File: config.mk
export PLATFORM = sky130hd
export DESIGN_NAME = mem_access_stage
export DESIGN_NICKNAME = d
export VERILOG_FILES = /design/src/rtl/mem_access_stage.sv
export SDC_FILE = /design/constraint.sdc
export NUM_CORES = 1
export LEC_CHECK = 0
export ABC_AREA = 1
export ABC_CLOCK_PERIOD_IN_PS = 2900
export BUFFER_PORTS_ARGS = -buffer_cell sky130_fd_sc_hd__buf_2
export CORE_MARGIN = 5
export CORE_UTILIZATION = 25
export CTS_BUF_LIST = sky130_fd_sc_hd__clkbuf_4
export DETAILED_ROUTE_END_ITERATION = 7
export PLACE_DENSITY = 0.51
export SYNTH_ARGS = -nofsm -noshare
export SYNTH_HDL_FRONTEND = slang
export SYNTH_SLANG_ARGS = --single-unit
File: constraint.sdc
create_clock -name clk -period 2.9 [get_ports clk]
set_input_delay 0.145 -clock clk [delete_from_list [all_inputs] [get_ports clk]]
set_output_delay 0.145 -clock clk [all_outputs]
set_load 0.01 [all_outputs]
File: src/rtl/mem_access_stage.sv
`default_nettype none
// ============================================================================
// Module      : mem_access_stage
// Description : MEM pipeline stage between the EX/MEM and MEM/WB registers.
//               Performs loads and stores against a data memory over a
//               req/ack handshake. Handles byte/half/word lane steering and
//               sign/zero extension of loads. While an access is outstanding
//               it stalls the front of the pipeline.
// Optional    : MEM_TIMEOUT_EN - abort a BUSY access after TIMEOUT_CYCLES
//               cycles without an ack, suppress write-back and set err_o.
// Ports       : clk, rst_n          clock / async active-low reset
//               mem_read_i ..wb_i   EX/MEM register contents
//               mem_op_o..wb_o      to MEM/WB register (wb_o 00 = bubble)
//               stall_o             hold PC, IF/ID, ID/EX, EX/MEM
//               misalign_o          misaligned access dropped (1 cycle)
//               err_o               sticky timeout flag
//               dmem_*              data memory req/ack interface
// Revision    : 1.0 - initial release
// ============================================================================
module mem_access_stage #(
    parameter int unsigned TIMEOUT_CYCLES = 16
) (
    input  logic        clk,
    input  logic        rst_n,
    input  logic        mem_read_i,
    input  logic        mem_write_i,
    input  logic [1:0]  size_i,
    input  logic        unsigned_i,
    input  logic [31:0] addr_i,
    input  logic [31:0] store_data_i,
    input  logic [4:0]  wr_reg_i,
    input  logic [1:0]  wb_i,
    output logic [31:0] mem_op_o,
    output logic [31:0] result_o,
    output logic [4:0]  wr_reg_o,
    output logic [1:0]  wb_o,
    output logic        stall_o,
    output logic        misalign_o,
    output logic        err_o,
    output logic        dmem_req_o,
    output logic        dmem_we_o,
    output logic [31:0] dmem_addr_o,
    output logic [3:0]  dmem_be_o,
    output logic [31:0] dmem_wdata_o,
    input  logic [31:0] dmem_rdata_i,
    input  logic        dmem_ack_i
);

    typedef enum logic [1:0] {
        IDLE = 2'd0,
        BUSY = 2'd1,
        DONE = 2'd2
    } state_t;

    state_t      state;
    state_t      state_nx;

    logic        mem_op;
    logic        align_ok;
    logic        start;
    logic        ack_ok;
    logic        timeout_hit;
    logic [3:0]  be_nx;
    logic [31:0] wdata_nx;

    // Latched copy of the access, held for the whole BUSY/DONE span
    logic [31:0] lat_addr;
    logic        lat_we;
    logic [3:0]  lat_be;
    logic [31:0] lat_wdata;
    logic [4:0]  lat_wr_reg;
    logic [1:0]  lat_wb;
    logic [1:0]  lat_size;
    logic        lat_uns;
    logic [31:0] cap_data;
    logic        req;

    assign mem_op = mem_read_i | mem_write_i;

    // Size 11 behaves as a word access
    always_comb begin
        align_ok = 1'b1;
        case (size_i)
            2'b00:   align_ok = 1'b1;
            2'b01:   align_ok = ~addr_i[0];
            default: align_ok = (addr_i[1:0] == 2'b00);
        endcase
    end

    always_comb begin
        be_nx    = 4'b1111;
        wdata_nx = store_data_i;
        case (size_i)
            2'b00: begin
                be_nx    = 4'b0001 << addr_i[1:0];
                wdata_nx = {4{store_data_i[7:0]}};
            end
            2'b01: begin
                be_nx    = addr_i[1] ? 4'b1100 : 4'b0011;
                wdata_nx = {2{store_data_i[15:0]}};
            end
            default: begin
                be_nx    = 4'b1111;
                wdata_nx = store_data_i;
            end
        endcase
    end

    assign start  = (state == IDLE) && mem_op && align_ok;
    assign ack_ok = (state == BUSY) && dmem_ack_i;

    // Pull the addressed lane out of the read word and extend it
    function automatic logic [31:0] extract_load(
        input logic [31:0] rdata,
        input logic [1:0]  a,
        input logic [1:0]  sz,
        input logic        uns
    );
        logic [31:0] shifted;
        logic [7:0]  b;
        logic [15:0] h;
        shifted = rdata >> {a, 3'b000};
        b       = shifted[7:0];
        h       = a[1] ? rdata[31:16] : rdata[15:0];
        case (sz)
            2'b00:   extract_load = {{24{b[7] & ~uns}}, b};
            2'b01:   extract_load = {{16{h[15] & ~uns}}, h};
            default: extract_load = rdata;
        endcase
    endfunction

`ifdef MEM_TIMEOUT_EN
    logic [31:0] busy_cnt;
    logic        err;

    // Counter holds k-1 during the k-th BUSY cycle, so the abort edge
    // closes exactly TIMEOUT_CYCLES BUSY cycles.
    assign timeout_hit = (state == BUSY) && !dmem_ack_i &&
                         (busy_cnt == TIMEOUT_CYCLES - 1);

    always_ff @(posedge clk or negedge rst_n) begin
        if (!rst_n) begin
            busy_cnt <= 32'd0;
            err      <= 1'b0;
        end else begin
            if (start) begin
                busy_cnt <= 32'd0;
            end else if (state == BUSY) begin
                busy_cnt <= busy_cnt + 32'd1;
            end
            if (timeout_hit) begin
                err <= 1'b1;
            end
        end
    end

    assign err_o = err;
`else
    logic unused_timeout;
    assign unused_timeout = |TIMEOUT_CYCLES;
    assign timeout_hit    = 1'b0;
    assign err_o          = 1'b0;
`endif

    always_ff @(posedge clk or negedge rst_n) begin
        if (!rst_n) begin
            state <= IDLE;
        end else begin
            state <= state_nx;
        end
    end

    always_comb begin
        state_nx = state;
        case (state)
            IDLE:    state_nx = start ? BUSY : IDLE;
            BUSY:    state_nx = (ack_ok || timeout_hit) ? DONE : BUSY;
            DONE:    state_nx = IDLE;
            default: state_nx = IDLE;
        endcase
    end

    always_ff @(posedge clk or negedge rst_n) begin
        if (!rst_n) begin
            lat_addr   <= 32'd0;
            lat_we     <= 1'b0;
            lat_be     <= 4'd0;
            lat_wdata  <= 32'd0;
            lat_wr_reg <= 5'd0;
            lat_wb     <= 2'd0;
            lat_size   <= 2'd0;
            lat_uns    <= 1'b0;
            cap_data   <= 32'd0;
            req        <= 1'b0;
        end else begin
            if (start) begin
                lat_addr   <= addr_i;
                lat_we     <= mem_write_i;
                lat_be     <= be_nx;
                lat_wdata  <= wdata_nx;
                lat_wr_reg <= wr_reg_i;
                lat_wb     <= wb_i;
                lat_size   <= size_i;
                lat_uns    <= unsigned_i;
                req        <= 1'b1;
            end else if (ack_ok) begin
                req      <= 1'b0;
                // A store (including read+write) returns no load data
                cap_data <= lat_we ? 32'd0
                          : extract_load(dmem_rdata_i, lat_addr[1:0], lat_size, lat_uns);
            end else if (timeout_hit) begin
                req      <= 1'b0;
                cap_data <= 32'd0;
                lat_wb   <= 2'b00;
            end
        end
    end

    assign dmem_req_o   = req;
    assign dmem_we_o    = lat_we;
    assign dmem_addr_o  = {lat_addr[31:2], 2'b00};
    assign dmem_be_o    = lat_be;
    assign dmem_wdata_o = lat_wdata;

    always_comb begin
        mem_op_o   = 32'd0;
        result_o   = addr_i;
        wr_reg_o   = wr_reg_i;
        wb_o       = wb_i;
        stall_o    = 1'b0;
        misalign_o = 1'b0;
        case (state)
            IDLE: begin
                if (mem_op) begin
                    wb_o = 2'b00;
                    if (align_ok) begin
                        stall_o = 1'b1;
                    end else begin
                        misalign_o = 1'b1;
                    end
                end
            end
            BUSY: begin
                stall_o  = 1'b1;
                wb_o     = 2'b00;
                result_o = lat_addr;
                wr_reg_o = lat_wr_reg;
            end
            DONE: begin
                mem_op_o = cap_data;
                result_o = lat_addr;
                wr_reg_o = lat_wr_reg;
                wb_o     = lat_wb;
            end
            default: begin
                mem_op_o = 32'd0;
            end
        endcase
    end

endmodule
`default_nettype wire

==> out/metrics.csv <==
metric,value,unit
rows,58,
avgViaCountPerCell,4.24,
timing.slew.headroom,0.411,
netlist_area,6290,um^2
synth.ff_latch_count,114,
grt_overflow,0,
fp.dieH,169,um
dpl_worst_slack,0.791,ns
worstSetupEndpointType,flip-flop,
clockBufferDepth,2,
drive_gt1_frac,0.249,
holdPathStages,3,
wire_per_inst,14.0,um
hold_viol_final,0,
grt_util_all_layers,0.151,
startpoint_type,flip-flop,
hold_start,size_i[0],
critPathMaxFanout,39,
placedCellCount,1398,
final_common_cell,nand2_1,
placed_area,7550,um^2
r2r_slack,0.27,ns
cp.arrival,3.07,ns
drc,0,
r2r_start,state[0],
cts_tree,done,
drv_slew,0,
fin_area,8950,um^2
yosysUniqueCellTypes,29,
fp.dieW,169,um
holdWs,0.0694,ns
grt_max_degree,95,
drt-total-wl,21600,um
nets,1309,
vias,6522,
layout_common_cells,"361 x nand2_1, 250 x buf_2, 114 x dfrtp_1, 107 x dlygate4sd3_1, 106 x o21ai_0",
setup_ws,0.271,ns
p_int,4.22,mW
skew,0.0169,ns
first_iter_violations,328,
min_period,2.63,ns
status,"finished, final reports clean",
crit_start,state[0],
post-route-util,0.359,
fin_crit_sh,0.906,
powerDensity,818,nW/um^2
detail-route-antenna-nets,0,
clk_latency,0.51,ns
ioPinCount,255,
yosysWarnings,0,
drt-met1-wl,9180,um
start_util,0.252,
cts.sinks,114,
r2r-end,dmem_be_o[3],
path_class,flip-flop to flip-flop,
worstPathRequired,3.34,ns
fillCellCount,2676,
gp_congestion,0.811,
setup_viol,0,
grt_pass1_vias,6498,
maxUsedRoutingLayer,met5,
cts_max_level,4,
dieArea,28400,um^2
hold_path.class,input pin to flip-flop,
maxCapViolCount,0,
synth_area_per_cell,7.10,um^2
cts_setup_buffers,0,
cts_buffers,17,
stdcell_count,1538,
clkPwrFrac,0.190,
drtPass1Iterations,4,
area_delta_synth_final,42.3,%
switching_share,0.423,
combPwrFrac,0.441,
grt_pass1_wl,34800,um
netlist_instances,886,
worst-r2r-cell-count,9,
root_buffer,clkbuf_4,
coreArea,25000,um^2
ir_drop,0.000342,V
ys_seq_area_frac,0.454,
hold-path-endpoint,lat_size[0],
synth_edf_count,0,
max_freq,380,MHz
synth_ff_type,dfrtp_1,
rsz0062_at_grt,false,
worst_pin_slew,0.884,ns
dp_hpwl,15500,um
async_reset_ff_frac,1.00,
leakage,5.11,nW
p_sw,3.09,mW
wl_met2,10500,um
p_total,7.32,mW
seqPwrFrac,0.369,
clk_pin_slew,0.10,ns
met3_length,1420,um
final.setup.tns,0,ns
antenna_found_initial,2,
io_buffers,251,
[what timing repair did]
item	CTS	global route
hold endpoints to repair	167	1
hold buffers	106	1
gates resized for setup	0	0
[layer usage]
| layer | vias to the layer above | global-route usage |
|---|---|---|
| li1 | 3308 | - |
| met1 | 2989 | 0.189 |
| met2 | 197 | 0.252 |
| met3 | 26 | 0.0483 |
| met4 | 2 | 0.0438 |
| met5 | - | 0 |
[power groups by stage]
stage	combinational [mW]	clock, mW	sequential, mW
2_1_floorplan	2.12	0	2.70
3_3_place_gp	3.13	0	2.74
3_5_place_dp	3.15	0	2.73
4_1_cts	3.29	1.45	2.71
5_1_grt	3.66	1.54	2.81
6_report	3.23	1.39	2.70
[how the worst max path moves through the flow]
stage / to
6_report: dmem_be_o[3]
5_1_grt: dmem_be_o[3]
4_1_cts: dmem_be_o[3]
3_5_place_dp: dmem_be_o[3]
3_3_place_gp: cap_data[25]
2_1_floorplan: result_o[0]
[synthesized netlist by cell type (all sizes together) (2+ instances only)]
master  number  share of area
buf         55          0.066
o21ai      116          0.092
nand3       28          0.024
a31oi        2         0.0020
inv         85          0.051
a21oi       18          0.014
nor2        66          0.042
dfrtp      114           0.45
clkbuf      25          0.015
nand2      365           0.22
ha           4         0.0080
o211ai       2         0.0024
[kinds of logic (layout without fill, tap and decap cells)]
| logic type | count (synthesis) | count (layout) | synth area share |
|---|---|---|---|
| AO/OA/AOI/OAI | 140 | 140 | 0.113 |
| adder cells (fa/ha/maj) | 4 | 4 | 0.00796 |
| buffers and inverters | 166 | 484 | 0.133 |
| flip-flops | 114 | 114 | 0.454 |
| other | 1 | 5 | 0.000596 |
| AND/OR/NAND/NOR | 461 | 461 | 0.291 |
[final cells by class]
| type | instances | area, um^2 | share of cell area |
|---|---|---|---|
| Antenna cell | 2 | 5.00 | 0.000559 |
| Clock buffer | 17 | 128 | 0.0143 |
| Clock inverter | 14 | 194 | 0.0217 |
| Inverter | 86 | 325 | 0.0363 |
| Multi-Input combinational cell | 608 | 2610 | 0.292 |
| Sequential cell | 114 | 2850 | 0.319 |
| Tap cell | 330 | 413 | 0.0461 |
| Timing Repair Buffer | 367 | 2420 | 0.271 |
[critical path, stage by stage, from the launching register on]
cell	delay (ns)
dfrtp_1	0.41
inv_1	0.09
ha_2	0.18
inv_1	0.05
nor2_1	0.18
nand2_4	0.29
inv_2	0.46
nand2_1	0.16
o211ai_1	0.17
dlygate4sd3_1	0.56
No activity file was read; power rests on OpenSTA's default activity.
